`config.mk`:
```
export PLATFORM = sky130hd
export DESIGN_NAME = postnorm25
export DESIGN_NICKNAME = d
export VERILOG_FILES = /design/src/rtl/postnorm25.sv
export SDC_FILE = /design/constraint.sdc
export NUM_CORES = 1
export LEC_CHECK = 0
export ABC_AREA = 1
export CAP_MARGIN = 20
export CELL_PAD_IN_SITES_DETAIL_PLACEMENT = 0
export CELL_PAD_IN_SITES_GLOBAL_PLACEMENT = 1
export CORE_MARGIN = 10
export CORE_UTILIZATION = 45
export DETAILED_ROUTE_END_ITERATION = 12
export DONT_BUFFER_PORTS = 1
export HOLD_SLACK_MARGIN = 0.12
export PLACE_DENSITY = 0.83
export SLEW_MARGIN = 15
export SYNTH_ARGS = -nofsm -noshare
export SYNTH_HDL_FRONTEND = slang
export SYNTH_SLANG_ARGS = --single-unit
```
`constraint.sdc`:
```
create_clock -name clk -period 3.25 [get_ports clk]
set_input_delay 0.65 -clock clk [delete_from_list [all_inputs] [get_ports clk]]
set_output_delay 0.65 -clock clk [all_outputs]
set_load 0.05 [all_outputs]
```
`src/rtl/postnorm25.sv`:
```
// postnorm25 -- normalise / round / pack stage of the ADDSUB2 binary32
// add/subtract datapath. Takes the post-adder sign, 25-bit magnitude
// (bit 24 = carry-out, bit 23 = hidden bit) and the common biased exponent.
// It normalises by shifting left one bit per cycle and handles a carry-out
// with round-to-nearest-even. The result is packed as an IEEE-754 word
// behind a valid/ready handshake. Only one operation is in flight at a time.
//
// Ports:
//   clk, rst_n            clock, asynchronous active-low reset
//   in_valid / in_ready   input handshake (in_ready is high only in IDLE)
//   in_sign, in_frac[24:0], in_exp[7:0]   post-adder result
//   out_valid / out_ready output handshake; result held until accepted
//   out_result[31:0]      {sign, exp, mant}
//   out_ovf               result rounded up to infinity
//   out_unf               result is denormal (exp field 0, mant non-zero)
module postnorm25 (
  input  logic        clk,
  input  logic        rst_n,
  input  logic        in_valid,
  output logic        in_ready,
  input  logic        in_sign,
  input  logic [24:0] in_frac,
  input  logic [7:0]  in_exp,
  output logic        out_valid,
  input  logic        out_ready,
  output logic [31:0] out_result,
  output logic        out_ovf,
  output logic        out_unf
);

  typedef enum logic [2:0] {IDLE, EVAL, SHL, RND, DONE} state_t;

  state_t      state;
  logic        s;
  logic [24:0] f;
  logic [7:0]  e;

  // Pack a normalised-or-denormal magnitude. Returns {unf, word}.
  // An exponent of 1 without the hidden bit is a denormal, so the
  // exponent field is encoded as 0.
  function automatic logic [32:0] pack_word(input logic       sg,
                                            input logic [23:0] fr,
                                            input logic [7:0]  ex);
    logic [7:0] fld;
    logic       unf;
    fld = (ex == 8'd1 && !fr[23]) ? 8'd0 : ex;
    unf = (fld == 8'd0) && (fr[22:0] != 23'd0);
    return {unf, sg, fld, fr[22:0]};
  endfunction

  // Shift a carry-out magnitude right by one with round-to-nearest-even.
  // Only one bit is dropped, so rounding up happens only on an exact tie
  // with an odd kept LSB. A rounding carry into bit 24 needs one more
  // right shift; that shift drops a zero and is exact.
  // Returns {ovf, exp, frac}.
  function automatic logic [33:0] round_rne(input logic [24:0] fr,
                                            input logic [7:0]  ex);
    logic [24:0] t;
    logic [8:0]  ex1;
    t   = {1'b0, fr[24:1]};
    ex1 = {1'b0, ex} + 9'd1;
    if (fr[0] && t[0]) t = t + 25'd1;
    if (t[24]) begin
      t   = {1'b0, t[24:1]};
      ex1 = ex1 + 9'd1;
    end
    return {(ex1 >= 9'd255), ex1[7:0], t};
  endfunction

  logic [24:0] f_sh;
  logic [7:0]  e_dec;
  logic        shl_exit;
  logic [33:0] rnd;
  logic        rnd_ovf;
  logic [7:0]  rnd_e;
  logic [24:0] rnd_f;
  logic [32:0] pk_eval;
  logic [32:0] pk_shl;
  logic [32:0] pk_rnd;

  assign f_sh     = {f[23:0], 1'b0};
  assign e_dec    = e - 8'd1;
  // Stop once the hidden bit arrives or the exponent bottoms out at 1
  // (the result is then denormal).
  assign shl_exit = f_sh[23] || (e_dec == 8'd1);
  assign rnd      = round_rne(f, e);
  assign {rnd_ovf, rnd_e, rnd_f} = rnd;
  assign pk_eval  = pack_word(s, f[23:0], e);
  assign pk_shl   = pack_word(s, f_sh[23:0], e_dec);
  assign pk_rnd   = pack_word(s, rnd_f[23:0], rnd_e);
  assign in_ready = (state == IDLE);

  always_ff @(posedge clk or negedge rst_n) begin
    if (!rst_n) begin
      state      <= IDLE;
      s          <= 1'b0;
      f          <= 25'd0;
      e          <= 8'd0;
      out_valid  <= 1'b0;
      out_result <= 32'd0;
      out_ovf    <= 1'b0;
      out_unf    <= 1'b0;
    end else begin
      case (state)
        // Accept: a zero exponent has the same scale as exponent 1.
        IDLE: begin
          if (in_valid) begin
            s     <= in_sign;
            f     <= in_frac;
            e     <= (in_exp == 8'd0) ? 8'd1 : in_exp;
            state <= EVAL;
          end
        end
        // Classify the operand.
        EVAL: begin
          if (e == 8'hFF) begin
            out_result <= {s, 8'hFF, f[22:0]};
            out_ovf    <= 1'b0;
            out_unf    <= 1'b0;
            out_valid  <= 1'b1;
            state      <= DONE;
          end else if (f == 25'd0) begin
            // Exact zero is always +0.
            out_result <= 32'd0;
            out_ovf    <= 1'b0;
            out_unf    <= 1'b0;
            out_valid  <= 1'b1;
            state      <= DONE;
          end else if (f[24]) begin
            state <= RND;
          end else if (f[23] || e == 8'd1) begin
            out_result <= pk_eval[31:0];
            out_ovf    <= 1'b0;
            out_unf    <= pk_eval[32];
            out_valid  <= 1'b1;
            state      <= DONE;
          end else begin
            state <= SHL;
          end
        end
        // One-bit left normalisation per cycle.
        SHL: begin
          f <= f_sh;
          e <= e_dec;
          if (shl_exit) begin
            out_result <= pk_shl[31:0];
            out_ovf    <= 1'b0;
            out_unf    <= pk_shl[32];
            out_valid  <= 1'b1;
            state      <= DONE;
          end
        end
        // Carry-out: right shift with rounding, saturate to infinity.
        RND: begin
          f         <= rnd_f;
          e         <= rnd_ovf ? 8'hFF : rnd_e;
          out_ovf   <= rnd_ovf;
          out_valid <= 1'b1;
          state     <= DONE;
          if (rnd_ovf) begin
            out_result <= {s, 8'hFF, 23'd0};
            out_unf    <= 1'b0;
          end else begin
            out_result <= pk_rnd[31:0];
            out_unf    <= pk_rnd[32];
          end
        end
        // Hold the result until the consumer takes it.
        DONE: begin
          if (out_ready) begin
            out_valid <= 1'b0;
            state     <= IDLE;
          end
        end
        default: state <= IDLE;
      endcase
    end
  end

endmodule
```
After elaboration in Yosys (flattened, before gate mapping)

Cells that the tools add are included.

Output and inout port bits: 36
Input port bits: 38
Register bits after elaboration: 72
Logic and storage cells: 102

Eq/ne operators: 13
$lt $le $gt $ge: 1
Reductions and logical operators: 29
$add $sub $neg: 4
Muxes and demuxes: 47

Operator list:

| operator                                                                             | count |
|---|---|
| 32-bit two-way mux                                                                   | 5 |
| 32-bit one-hot mux with 3 select lines                                               | 1 |
| 25-bit one-hot mux with 3 select lines                                               | 1 |
| 23-bit nonzero test                                                                  | 3 |
| 25-bit two-way mux                                                                   | 2 |
| 8-bit two-way mux                                                                    | 6 |
| 8-bit zero test                                                                      | 4 |
| 31-bit two-way mux                                                                   | 1 |
| 24-bit by 1-bit adder with 25-bit output (second input constant)                     | 1 |
| 25-bit zero test                                                                     | 1 |
| 8-bit by 1-bit == test with 1-bit output (second input constant)                     | 3 |
| 24-bit two-way mux                                                                   | 1 |
| 8-bit one-hot mux with 3 select lines                                                | 1 |
| 3-bit two-way mux                                                                    | 7 |
| 1-bit two-way mux                                                                    | 17 |
| 3-bit one-hot mux with 5 select lines                                                | 1 |
| 8-bit by 1-bit adder with 9-bit output (second input constant)                       | 1 |
| 9-bit by 1-bit adder with 9-bit output (second input constant)                       | 1 |
| 9-bit by 8-bit greater-or-equal comparator with 1-bit output (second input constant) | 1 |
| 9-bit two-way mux                                                                    | 1 |
| 8-bit == test (second input constant)                                                | 1 |
| 4-bit inequality test (second input constant)                                        | 2 |
| 8-bit by 1-bit subtractor with 8-bit output (second input constant)                  | 1 |
| 1-bit logical AND                                                                    | 7 |
| other kinds (15)                                                                     | 24 |

Depth between registers and ports, before layout

Gate-level depths: netlist of the first run.

Depth in word-level cells: 10
Gate-level depth with buffers: 21

Least setup slack after synthesis of the first run

Ideal clock, no wire load.

Path type: flip-flop to flip-flop
From: reg state[0]
To: reg e[3]
Arrival time: 2.359 ns
Cell stages (with the launch flop): 11
Slack: 0.763 ns
Period minus slack after synthesis: 2.487 ns
Library setup time: 0.129 ns
Cell sequence: dfrtp_1 nor2_1 inv_1 nor2_1 nand2_1 nand2_1 inv_1 clkbuf_1 clkbuf_1 nor2_1 a21oi_2

Longest elaborated chain between the ends: 3
Elaborated cells on any way between the ends: 7
Classes of those cells: eq/ne: 3; mux: 1; reduce/logical: 3

RTL lines:

| item                                                                         | RTL line | source |
|---|---|---|
| start, declared                                                              | 33       | `state_t state;` |
| start signal, assigned                                                       | 95       | `state <= IDLE;` |
| start signal, assigned                                                       | 111      | `state <= EVAL;` |
| start signal, assigned                                                       | 121      | `state <= DONE;` |
| 3-bit zero test (*)                                                          | -        |  |
| named net in_ready                                                           | 20       | `output logic in_ready,` |
| 2-bit inequality test (no line) / 3-bit nonzero test (equally long branches) | -        |  |
| 2-bit AND reduction (no line)                                                | -        |  |
| end signal, assigned                                                         | 110      | `e <= (in_exp == 8'd0) ? 8'd1 : in_exp;` |
| end signal, assigned                                                         | 156      | `e <= rnd_ovf ? 8'hFF : rnd_e;` |
| end, declared                                                                | 36       | `logic [7:0] e;` |

The timed path passes the listed nets; every way through them passes the cells marked *.
A chain may end at the register's enable or synchronous reset.

Final worst setup path of the first run

From: reg e[2]
To: reg out_result[0]

Longest elaborated chain between the ends: 6
Elaborated cells on any way between the ends: 17
Classes of those cells: add/sub: 3; order compare: 1; eq/ne: 6; mux: 4; reduce/logical: 3

RTL lines:

| item                                                         | RTL line | source |
|---|---|---|
| 8-bit by 1-bit adder with 9-bit output                       | 61       | `ex1 = {1'b0, ex} + 9'd1;` |
| 9-bit by 1-bit adder with 9-bit output                       | 65       | `ex1 = ex1 + 9'd1;` |
| 9-bit two-way mux                                            | 63       | `if (t[24]) begin` |
| 9-bit by 8-bit greater-or-equal comparator with 1-bit output | 67       | `return {(ex1 >= 9'd255), ex1[7:0], t};` |
| 31-bit two-way mux                                           | 160      | `if (rnd_ovf) begin` |
| 32-bit one-hot mux with 3 select lines                       | 104      | `case (state)` |
| end signal, assigned                                         | 117      | `out_result <= {s, 8'hFF, f[22:0]};` |
| end signal, assigned                                         | 161      | `out_result <= {s, 8'hFF, 23'd0};` |
| end signal, assigned                                         | 164      | `out_result <= pk_rnd[31:0];` |
| end, declared                                                | 26       | `output logic [31:0] out_result,` |

Parallel ways exist; a longest one is shown, timed or not.

==> impl_metrics.py, run 1 <==
metrics = {
    "clocking": {
        "htreeDepth": 3,
        "clk_pin_slew_worst_paths_ns": 0.06,
        "cts_tree": "yes",
        "cts_buffer_depth": 2,
        "clkLatencyLatePin_ns": 0.35,
        "cts_sinks": 72,
        "root_buffer": "clkbuf_16",
        "numCtsBuffers": 9,
    },
    "timing": {
        "fin_skew_ns": 0.00990,
        "rsz0062_at_grt": "false",
        "tightest_slew_ns": 0.653,
        "finalSetupViolations": 0,
        "drv_slew": 0,
        "slew_headroom_pct": 56.4,
        "clock.fmax_mhz": 342,
        "hold_slack_ns": 0.167,
        "min_period_over_period_pct": 89.9,
        "finalHoldViolCount": 0,
        "fin_tns_setup_ns": 0,
        "fin_crit_ns": 2.92,
    },
    "routing": {
        "wl_um": 20200,
        "drc_errors": 0,
        "first_pass_iters": 5,
        "wl_per_cell_um": 18.6,
        "via_per_inst": 5.49,
        "vias": 5947,
        "drt_iter0_markers": 304,
        "detail-route-antenna-nets": 0,
    },
    "placed_design": {
        "dp_cells": 1067,
        "post-dp-hpwl_um": 15400,
        "placed_area_sq_um": 5960,
        "gp_congestion": 0.954,
        "portBuffers": 0,
    },
    "synth": {
        "synth_area_sq_um": 5770,
        "synth_area_leaders": "dfrtp_1, nand2_1, inv_1",
        "async_flop_share_pct": 100,
        "ys_types": 44,
        "synth_most_common_cell": "nand2_1",
        "yosysSeqAreaShare_pct": 31.2,
        "syn_avg_cell_area_sq_um": 6.32,
        "synth_top_cell_area_share_pct": 31.2,
        "synth_top_cell_by_area": "dfrtp_1",
        "synth_fp_nets": 957,
        "synth_ff_type": "dfrtp_1",
        "synth-edff-count": 0,
        "synth_commonest_cells": "nand2_1, inv_1, nor2_1, dfrtp_1, nand3_1",
        "yosys_warnings": 0,
        "syn-instance-count": 912,
        "ys_seq_elements": 72,
    },
    "die": {
        "die-area_sq_um": 17700,
        "rows": 41,
        "die_h_um": 133,
        "die_x_um": 133,
        "core_area_sq_um": 12600,
        "boundaryPins": 74,
        "start_util_pct": 45.9,
    },
    "status": {
        "outcome": "finished clean",
    },
    "worst_setup_path": {
        "end_kind": "flip-flop",
        "path_delay_family": "simple AND/OR/NAND/NOR gates",
        "critPathMaxFanout": 42,
        "cp_num_buf_inv": 3,
        "rr_worst_depth": 12,
        "required_ns": 3.49,
        "crit_type": "reg2reg",
        "critPathSlowestCell": "dfrtp_1",
        "slowest_delay_ns": 0.59,
        "startpoint_type": "flip-flop",
        "crit_chain": "inv_1 -> ha_1 -> nand4_1 -> xor2_1 -> nor2_1 -> nand3_1 -> nand3_1 -> nand3_2 -> buf_4 -> inv_1 -> nand2_1 -> nand2_1",
        "worst-path-stages": 12,
        "timing.critical_path.arrival_ns": 3.16,
    },
    "final_layout": {
        "nFillCells": 1332,
        "multi_input_area_sq_um": 3290,
        "area_growth_syn_to_layout_pct": 9.87,
        "layout.nets": 952,
        "n_antenna_cell": 0,
        "final_cell_area_sq_um": 6340,
        "stdcell_count": 1084,
        "drive_gt1_share_pct": 7.35,
        "seqCellArea_sq_um": 1800,
    },
    "pwr": {
        "finalPower_mw": 7.42,
        "p_leak_nw": 3.29,
        "p_int_mw": 3.28,
        "switchingPower_mw": 4.15,
        "clockPowerShare_pct": 15.9,
        "comb_power_share_pct": 49.0,
        "irDropWorstVdd_mv": 0.524,
        "pwr-share-seq_pct": 35.1,
        "power.density_nw_per_um2": 1170,
        "swShare_pct": 55.8,
    },
    "global_routing": {
        "grt_usage_pct": 22.5,
        "grt_pass1_wl_um": 31900,
        "grt_pass1_vias": 5958,
        "antenna_found_initial": 0,
        "grt_remaining_overflow": 0,
        "grt_max_degree": 73,
    },
    "job": {
        "maxCapViolations": 0,
    },
    "hold_path": {
        "hold_class": "in2async",
    },
}
timing repair:
item                                   4_1_cts  5_1_grt
hold buffers                                 1        0
buffers inserted                             0        0
endpoints found under the hold margin       72        0
setup endpoints to repair                    0       17
resized for setup                            0        1
flip-flops by register name (all words and copies together), names as in the netlist:
register / cells
out_result: 32
f: 25
e: 8
state: 3
out_ovf: 1
out_unf: 1
out_valid: 1
s: 1
cells in the final DEF, fill, tap and decap left out, types with 2 or more instances in the layout:
cell and instances:
a21boi_2 3, buf_4 19, o21ai_0 43, nor3_1 6, inv_2 2, xor2_1 15
nand4_1 17, nor2_4 5, a21oi_1 17, a21oi_2 3, a22oi_1 23, a221oi_1 6
inv_1 134, nand2_2 9, nor2_2 4, nand3_1 61, nand3b_1 2, a21boi_0 3
dfrtp_1 71, a41oi_1 19, o22ai_1 2, bufinv_16 3, a211oi_1 2, ha_1 7
a2bb2oi_1 2, clkbuf_16 9, nor2_1 134, nand2_1 266, clkinv_4 2, nor4_1 5
metrics by stage:
step / setup WS (ns) / utilization [%]
finish: 0.328 / 50.4
detailed placement: 0.268 / 47.4
CTS: 0.224 / 50.4
global placement: 0.349 / 47.4
global route: 0.0267 / 50.4
floorplan: 0.763 / -
area by class of cell:
| class | instances | share of cell area [%] |
|---|---|---|
| clock inverter | 6 | 1.84 |
| sequential | 72 | 28.5 |
| clock buffer | 10 | 3.61 |
| multi-input combinational | 667 | 51.9 |
| timing repair buffer | 20 | 2.69 |
| inverter | 137 | 8.12 |
| tap | 172 | 3.40 |
worst paths after layout:
path                             startpoint                   endpoint  slack, ns
max                        e[2]$_DFFE_PN0P_  out_result[0]$_DFFE_PN0P_       0.33
min                                   rst_n          f[18]$_DFFE_PN0P_       0.17
max reg2reg                e[2]$_DFFE_PN0P_  out_result[0]$_DFFE_PN0P_       0.33
min reg2reg                   s$_DFFE_PN0P_              s$_DFFE_PN0P_       0.51
max in group asynchronous             rst_n  out_result[2]$_DFFE_PN0P_       2.70
min in group clk                    in_sign              s$_DFFE_PN0P_       0.44
worst reg2reg max path, cell delays in order, from the launching register on:
cell and delay, ns:
dfrtp_1 0.59, inv_1 0.13, ha_1 0.22, nand4_1 0.15, xor2_1 0.44, nor2_1 0.15
nand3_1 0.12, nand3_1 0.16, nand3_2 0.15, buf_4 0.39, inv_1 0.17, nand2_1 0.10
nand2_1 0.05
logic make-up (layout without fill, tap and decap cells):
| kind of cell | Yosys count | count (layout) | share of synthesized area (%) |
|---|---|---|---|
| and+or+nand+nor | 514 | 514 | 37.7 |
| buffers and inverters | 173 | 173 | 11.8 |
| AOI/OAI and AO/OA | 130 | 130 | 15.2 |
| DFF | 72 | 72 | 31.2 |
| xor gates and xnor gates | 15 | 15 | 2.28 |
| adders and majority gates | 7 | 7 | 1.52 |
| muxes | 1 | 1 | 0.195 |
layer usage:
| layer | wire length (um) | track usage [%] | vias up |
|---|---|---|---|
| li1 | - | - | 2920 |
| met4 | 541 | 10.0 | 0 |
| met3 | 940 | 3.57 | 34 |
| met5 | 0 | 0 | - |
| met2 | 10600 | 41.1 | 160 |
| met1 | 8150 | 25.0 | 2833 |
power by group through the flow:
stage               clock network [mW]  logic [mW]  registers (mW)
finish                            1.18        3.64            2.61
floorplan                            0        2.79            2.37
detailed placement                   0        3.59            2.63
global placement                     0        3.55            2.63
CTS                               1.20        3.64            2.61
global route                      1.24        4.10            2.68
Note: power is estimated with default switching activity, not from simulation.
==> run 2, diff against run 1 <==
CAP_MARGIN = 0   (was 20)
CTS_CLUSTER_SIZE = 14   (was not set)
MAX_ROUTING_LAYER = met4   (was not set)
==> impl_metrics.py, run 2 (synthesis results as in run 1) <==
metrics = {
    "status": {
        "outcome": "finished clean",
    },
    "hold_path": {
        "hold_class": "in2async",
    },
    "pwr": {
        "comb_power_share_pct": 49.5,
        "clockPowerShare_pct": 15.2,
        "pwr-share-seq_pct": 35.3,
        "p_leak_nw": 3.29,
        "swShare_pct": 56.0,
        "switchingPower_mw": 4.12,
        "finalPower_mw": 7.35,
        "irDropWorstVdd_mv": 0.554,
        "p_int_mw": 3.23,
        "power.density_nw_per_um2": 1160,
    },
    "routing": {
        "via_per_inst": 5.52,
        "wl_um": 19700,
        "vias": 5980,
        "detail-route-antenna-nets": 0,
        "dr_wl_met3_um": 1020,
        "drt_iter0_markers": 490,
        "met1_length_um": 7910,
        "wl_per_cell_um": 18.1,
        "routed.top_layer": "met4",
        "first_pass_iters": 5,
        "drc_errors": 0,
        "dr_wl_met2_um": 10300,
    },
    "global_routing": {
        "grt_remaining_overflow": 0,
        "antenna_found_initial": 0,
        "grt_usage_pct": 22.9,
        "grt_pass1_vias": 6020,
        "grt_pass1_wl_um": 32100,
        "grt_max_degree": 73,
    },
    "die": {
        "rows": 41,
        "start_util_pct": 45.9,
        "die_h_um": 133,
        "die_x_um": 133,
        "boundaryPins": 74,
        "die-area_sq_um": 17700,
        "core_area_sq_um": 12600,
    },
    "final_layout": {
        "largestRegisters": "out_result (32), f (25), e (8)",
        "n_antenna_cell": 0,
        "largest_register_ffs": 32,
        "drive_gt1_share_pct": 7.35,
        "nFillCells": 1353,
        "area_growth_syn_to_layout_pct": 9.65,
        "final_util_pct": 50.3,
        "regMostFlops": "out_result",
        "layout_commonest_cell": "nand2_1",
        "layout_common_cells": "nand2_1, inv_1, nor2_1",
        "layout.nets": 951,
    },
    "worst_setup_path": {
        "timing.critical_path.arrival_ns": 3.12,
        "crit_type": "reg2reg",
        "crit_chain": "inv_1 -> ha_1 -> inv_1 -> nor2_1 -> nand3_1 -> nor2_1 -> nand2_1 -> nor2_1 -> nand2_1 -> nand2_1 -> nand2_1 -> inv_1 -> nand3_1 -> nor2_2 -> nor2_4 -> buf_4 -> nand2_1 -> nand2_1 -> a21boi_0",
        "r2r-start": "e[0]$_DFFE_PN0P_",
        "rr_worst_depth": 19,
        "startpoint_type": "flip-flop",
        "reg2reg_to": "out_result[28]$_DFFE_PN0P_",
        "end_kind": "flip-flop",
        "critPathMaxFanout": 20,
        "slowest_delay_ns": 0.49,
        "cpMostUsedCell": "nand2_1",
        "r2r_slack_ns": 0.39,
        "required_ns": 3.51,
        "critPathSlowestCell": "dfrtp_2",
    },
    "placed_design": {
        "portBuffers": 0,
        "gp_congestion": 0.960,
        "dp_slack_ns": 0.295,
        "post-dp-hpwl_um": 15100,
    },
    "clocking": {
        "numCtsBuffers": 9,
        "cts_buffer_depth": 2,
        "cts_sinks": 72,
        "root_buffer": "clkbuf_16",
        "cts_setup_buffers": 0,
        "htreeDepth": 3,
        "clkLatencyLatePin_ns": 0.35,
        "clk_pin_slew_worst_paths_ns": 0.06,
        "cts_tree": "yes",
    },
    "timing": {
        "slew_headroom_pct": 42.9,
        "finalSetupViolations": 0,
        "worst_slack_ns": 0.389,
        "rsz0062_at_grt": "false",
        "tightest_slew_ns": 0.856,
        "fin_skew_ns": 0.0110,
        "clock.fmax_mhz": 350,
        "drv_slew": 0,
        "min_period_over_period_pct": 88.0,
        "finalHoldViolCount": 0,
        "fin_tns_setup_ns": 0,
        "fin_crit_ns": 2.86,
    },
    "job": {
        "maxCapViolations": 0,
    },
}
run 2: power groups by stage:
stage / combinational (mW) / sequential, mW / clock (mW)
after floorplan: 2.79 / 2.37 / 0
after global placement: 3.54 / 2.61 / 0
after detailed placement: 3.58 / 2.62 / 0
after CTS: 3.62 / 2.60 / 1.14
after global routing: 4.13 / 2.67 / 1.17
final: 3.64 / 2.59 / 1.12
run 2: routing by layer:
layer	vias to the layer above	global-route usage [%]
li1	2915	-
met1	2847	25.5
met2	182	39.8
met5	-	-
met3	36	4.59
met4	0	8.52
run 2: critical path: cells and delay by family, from the launching register on:
kind / cells / cell delay (ns)
buf+inv: 4 / 0.56
compound gates: 1 / 0.17
flops: 1 / 0.49
fa+ha+maj: 1 / 0.37
simple gates: 13 / 1.19
run 2: worst max-delay path by stage:
stage | slack [ns] | start | cells past startpoint | to
2_1_floorplan | 0.76 | state[0]$_DFFE_PN0P_ | 10 | e[3]$_DFFE_PN0P_
3_3_place_gp | 0.43 | e[0]$_DFFE_PN0P_ | 19 | out_result[24]$_DFFE_PN0P_
3_5_place_dp | 0.30 | e[0]$_DFFE_PN0P_ | 19 | out_result[28]$_DFFE_PN0P_
4_1_cts | 0.26 | e[0]$_DFFE_PN0P_ | 19 | out_result[28]$_DFFE_PN0P_
5_1_grt | 0.05 | e[0]$_DFFE_PN0P_ | 18 | out_result[24]$_DFFE_PN0P_
6_report | 0.39 | e[0]$_DFFE_PN0P_ | 19 | out_result[28]$_DFFE_PN0P_
run 2: final cells by class:
| cell class | count | area (sq um) | share of cell area [%] |
|---|---|---|---|
| clock buffers | 9 | 225 | 3.56 |
| clock inverters | 7 | 103 | 1.62 |
| inverters | 137 | 514 | 8.13 |
| multi-input cells | 667 | 3290 | 52.0 |
| flip-flops and latches | 72 | 1800 | 28.5 |
| well taps | 172 | 215 | 3.40 |
| repair buffers | 19 | 175 | 2.77 |
run 2: stage by stage:
step	hold WS (ns)	cells	area (sq um)
final	0.193	1083	6320
after global placement	0.358	1066	5970
after detailed placement	0.359	1066	5970
after floorplan	0.354	912	5770
after CTS	0.208	1083	6320
after global routing	0.217	1083	6320
run 2: timing repair:
action                                 in CTS  in global routing
gates resized for setup                     0                  1
hold buffers                                1                  0
endpoints found under the hold margin      72                  0
setup endpoints to repair                   0                 27
==> run 3, diff against run 2 <==
RECOVER_POWER = 25   (was not set)
==> impl_metrics.py, run 3 (synthesis results as in run 1) <==
metrics = {
    "status": {
        "outcome": "finished, violations left",
        "failed_checks": "capacitance limit, slew limit",
    },
    "final_layout": {
        "area_growth_syn_to_layout_pct": 9.26,
        "largestRegisters": "out_result (32), f (25), e (8)",
        "regMostFlops": "out_result",
        "layout_commonest_cell": "nand2_1",
        "layout.nets": 951,
        "drive_gt1_share_pct": 7.35,
        "nFillCells": 1356,
        "stdcell_count": 1083,
        "n_antenna_cell": 0,
        "final_util_pct": 50.1,
        "largest_register_ffs": 32,
        "layout_common_cells": "nand2_1, inv_1, nor2_1",
    },
    "timing": {
        "clock.fmax_mhz": 349,
        "fin_skew_ns": 0.0111,
        "fin_tns_setup_ns": 0,
        "tightest_slew_ns": 1.90,
        "hold_slack_ns": 0.462,
        "drv_slew": 73,
        "slew_headroom_pct": -26.8,
        "rsz0062_at_grt": "false",
        "min_period_over_period_pct": 88.0,
        "finalSetupViolations": 0,
        "finalHoldViolCount": 0,
        "fin_crit_ns": 2.86,
    },
    "routing": {
        "vias": 5958,
        "detail-route-antenna-nets": 0,
        "dr_wl_met2_um": 10200,
        "drc_errors": 0,
        "first_pass_iters": 5,
        "met1_length_um": 7990,
        "wl_um": 19700,
        "routed.top_layer": "met4",
        "drt_iter0_markers": 494,
        "wl_per_cell_um": 18.2,
        "dr_wl_met3_um": 956,
        "via_per_inst": 5.50,
    },
    "global_routing": {
        "grt_pass1_vias": 6020,
        "antenna_found_initial": 0,
        "grt_pass1_wl_um": 32100,
        "grt_usage_pct": 22.9,
        "grt_max_degree": 73,
        "grt_remaining_overflow": 0,
    },
    "clocking": {
        "root_buffer": "clkbuf_16",
        "clk_pin_slew_worst_paths_ns": 0.06,
        "htreeDepth": 3,
        "cts_buffer_depth": 2,
        "numCtsBuffers": 9,
        "clkLatencyLatePin_ns": 0.35,
        "cts_setup_buffers": 0,
        "cts_sinks": 72,
        "cts_tree": "yes",
    },
    "worst_setup_path": {
        "critPathMaxFanout": 20,
        "required_ns": 3.51,
        "slowest_delay_ns": 0.49,
        "startpoint_type": "flip-flop",
        "crit_chain": "inv_1 -> ha_1 -> inv_1 -> nor2_1 -> nand3_1 -> nor2_1 -> nand2_1 -> nor2_1 -> nand2_1 -> nand2_1 -> nand2_1 -> inv_1 -> nand3_1 -> nor2_2 -> nor2_4 -> buf_4 -> nand2_1 -> nand2_1 -> a21boi_0",
        "timing.critical_path.arrival_ns": 3.12,
        "cpMostUsedCell": "nand2_1",
        "end_kind": "flip-flop",
        "path_delay_family": "simple AND/OR/NAND/NOR gates",
        "cp_num_buf_inv": 4,
        "crit_type": "reg2reg",
        "critPathSlowestCell": "dfrtp_2",
    },
    "pwr": {
        "p_int_mw": 3.23,
        "swShare_pct": 56.0,
        "finalPower_mw": 7.35,
        "power.density_nw_per_um2": 1170,
        "irDropWorstVdd_mv": 0.554,
        "pwr-share-seq_pct": 35.3,
        "p_leak_nw": 3.28,
        "switchingPower_mw": 4.12,
        "clockPowerShare_pct": 15.2,
        "comb_power_share_pct": 49.5,
    },
    "placed_design": {
        "dp_cells": 1066,
        "gp_congestion": 0.960,
        "post-dp-hpwl_um": 15100,
        "portBuffers": 0,
    },
    "die": {
        "start_util_pct": 45.9,
        "rows": 41,
        "die-area_sq_um": 17700,
        "boundaryPins": 74,
        "core_area_sq_um": 12600,
        "die_h_um": 133,
        "die_x_um": 133,
    },
    "hold_path": {
        "hold_class": "in2reg",
    },
    "job": {
        "maxCapViolations": 1,
    },
}
run 3: changes by cell type in the layout (fill, tap and decap cells not counted), sizes merged:
| cell | change |
|---|---|
| buf | -1 |
| clkbuf | +1 |
run 3: final cells by class:
type | count | area (sq um) | share of cell area, %
Inverter | 137 | 514 | 8.16
Clock inverter | 7 | 103 | 1.63
Tap cell | 172 | 215 | 3.42
Multi-Input combinational cell | 667 | 3290 | 52.2
Clock buffer | 9 | 225 | 3.57
Timing Repair Buffer | 19 | 153 | 2.42
Sequential cell | 72 | 1800 | 28.6
run 3: stage by stage:
| step | setup WS [ns] | area, sq um |
|---|---|---|
| 3_5_place_dp | 0.295 | 5970 |
| 2_1_floorplan | 0.763 | 5770 |
| 3_3_place_gp | 0.434 | 5970 |
| 6_report | 0.389 | 6300 |
| 5_1_grt | 0.0545 | 6300 |
| 4_1_cts | 0.262 | 6320 |
run 3: power groups by stage:
stage                     logic (mW)  clock network, mW  registers [mW]
after floorplan                 2.79                  0            2.37
after global placement          3.54                  0            2.61
after detailed placement        3.58                  0            2.62
after CTS                       3.62               1.14            2.60
after global routing            4.13               1.17            2.67
final                           3.63               1.12            2.59
run 3: timing repair:
| item | in CTS | in global routing |
|---|---|---|
| resized for setup | 0 | 1 |
| hold buffers | 1 | 0 |
| endpoints found under the setup margin | 0 | 27 |
| hold endpoints to repair | 72 | 0 |
run 3: layer usage:
metal  track usage, %  vias up
li1                 -     2914
met1             25.5     2845
met2             39.8      165
met3             4.59       34
met4             8.52        0
met5                -        -
run 3: final timing paths:
kind | from | slack [ns] | depth (start not counted) | to
worst max register to register | e[0]$_DFFE_PN0P_ | 0.39 | 19 | out_result[28]$_DFFE_PN0P_
worst max-delay path | e[0]$_DFFE_PN0P_ | 0.39 | 19 | out_result[28]$_DFFE_PN0P_
worst min register to register | s$_DFFE_PN0P_ | 0.52 | 1 | s$_DFFE_PN0P_
max in group asynchronous | rst_n | 1.20 | 1 | e[0]$_DFFE_PN0P_
min in group asynchronous | rst_n | 0.83 | 1 | out_result[19]$_DFFE_PN0P_
worst min-delay path | in_sign | 0.46 | 1 | s$_DFFE_PN0P_
==> patch (settings of run 3) <==
Encoding of `state_t`: now one-hot (5 bits for 5 states).
--- a/src/rtl/postnorm25.sv
+++ b/src/rtl/postnorm25.sv
@@ -28,7 +28,7 @@
   output logic        out_unf
 );
 
-  typedef enum logic [2:0] {IDLE, EVAL, SHL, RND, DONE} state_t;
+  typedef enum logic [4:0] {IDLE = 5'b00001, EVAL = 5'b00010, SHL = 5'b00100, RND = 5'b01000, DONE = 5'b10000} state_t;
 
   state_t      state;
   logic        s;
Check against the original RTL: no difference found for any inputs over 4 cycles, from zero or initial values and one cycle with rst_n low; so few cycles prove little.
==> patch against run 3 <==
- the run still ends with max-capacitance violations, max-slew violations left
- highest routed layer unchanged
- sequential cell count grew 2
- final cell count decreased by 5.3%
- clock skew fell by 4.0 ps
- largest cell class unchanged
- total power shrank 7.4%
- critical path depth shrank 2
- area after synthesis increased by 0.93%
- wire length up 3.4%
- worst hold slack worse by 320 ps
- cell area fell by 0.97%
- synthesized cell count shrank 6.4%
- setup slack got worse by 160 ps
==> patch: results (changes against run 3) <==
status finished with violations; failing checks max-capacitance violations, max-slew violations; DPL Wire Length 15270 um (+1.3%); Detail Route met3 WL 861 um (-9.9%); Place WS 324.1 ps (+28.79 ps); synth unique cells 51 (+16%); Met2 Wirelength 10200 um (-0.43%); post-CTS sizing 0 (unchanged); largest net degree at the start of global routing 74 (+1.4%); CTS buffer count 9 (unchanged); initial antenna violation count 1 (+1); Synth area leaders dfrtp_1 31%, nand2_1 11%, nor2_1 10%; Iteration-0 DRC Markers 447 (-9.5%); placed cell count 1008 (-5.4%); Peak VDD IR 0.4974 mV (-10%); Metal-1 WL 8557 um (+7.0%); share of cells above drive strength 1 0.1325 (+0.05893); Yosys warnings 0 (unchanged); sequential element share of the synthesized area 0.3184 (+0.005925); Least-Margin Pin Slew 1932 ps (+30.89 ps); Crit path arrival time 3230 ps (+110 ps); via total after detailed routing 5830 (-2.1%); Placed Area 5959 um2 (-0.13%); worst reg2reg path endpoint out_result[24]; source of the critical timing path e[0]; GRT Total Usage 0.2333 (+0.004325); net count after synthesis 899 (-6.1%); Routed WL 20340 um (+3.4%); Worst Reg-to-Reg Cells 17 (-2); Nets 893 (-6.1%); global-route wire length before repair 32120 um (about the same); Worst-path clk slew 60 ps (about the same); Reg2Reg Setup Slack 220 ps (-160 ps); Final Max Tran Viols 74 (+1.4%); Max Cap Violations 1 (unchanged); Setup Skew 7.040 ps (-4.023 ps); Static Leak 2.944 nW (-10%); Post-synth top flop dfrtp_1; CP max FO 10 (-50%); Highest Signal Layer met4; CTS Root Cell clkbuf_16; biggest regs out_result (32), f (25), e (8); drt first pass iters 5 (unchanged); Cells after Synth 854 (-6.4%); highest clock rate 330.5 MHz (-5.4%); Sw Ratio 0.5713 (+0.01093); Hold Crit Class input port to asynchronous set/reset pin; Post-synth top cells 170 x nand2_1, 157 x nor2_1, 81 x inv_1; RD Place Congestion 0.9861 (+2.8%); vias per inst 5.682 (+3.3%); kind of end point of the critical path flop
[patch: what timing repair did]
action	4_1_cts	5_1_grt
hold buffers	1	0
endpoints found under the hold margin	73	0
setup buffers	0	0
[patch: power by group through the flow]
stage / Clock (mW) / Combinational [mW] / Sequential [mW]
2_1_floorplan: 0 / 2.58 / 2.37
3_3_place_gp: 0 / 3.17 / 2.60
3_5_place_dp: 0 / 3.22 / 2.60
4_1_cts: 0.958 / 3.26 / 2.59
5_1_grt: 1.01 / 3.68 / 2.64
6_report: 0.947 / 3.28 / 2.58
[patch: final cells by class]
class	count	area, um2
flip-flops and latches	74	1853
diodes	1	2.502
clock buffers	11	242.7
well taps	172	215.2
multi-input cells	654	3431
fillers	1350	6380
inverters	95	362.8
repair buffers	14	102.6
clock inverters	5	30.03
[patch: cell families after synthesis]
kind of cell,after synthesis,share of synthesized area
simple gates,493,0.3955
xor+xnor,18,0.02708
compound gates,136,0.1490
flops,74,0.3184
fa+ha+maj,7,0.01505
buf+inv,126,0.09501
[patch: metal layers]
layer / up-vias / track usage
met5: - / -
met2: 167 / 0.3899
met3: 44 / 0.04586
li1: 2794 / -
met4: 0 / 0.09553
met1: 2825 / 0.2691
[patch: worst min-delay path by stage]
stage	slack (ps)	from	end
3_5_place_dp	360	rst_n	out_result[10]
2_1_floorplan	350	rst_n	e[0]
4_1_cts	140	rst_n	state[0]
6_report	140	rst_n	state[0]
5_1_grt	120	rst_n	state[0]
3_3_place_gp	360	rst_n	out_result[10]
[patch: critical path: stages, from the launching register on]
cell	delay, ps
dfrtp_1	540
inv_2	170
ha_1	370
inv_1	120
nor2_1	110
nand3_1	120
nor2_1	160
nand2_1	150
nor2_4	150
nand3_1	70
nand2_1	60
nand2_1	60
clkinv_2	60
nor2_2	40
nand2_2	80
nand2_4	90
o21ai_0	420
a21oi_1	120
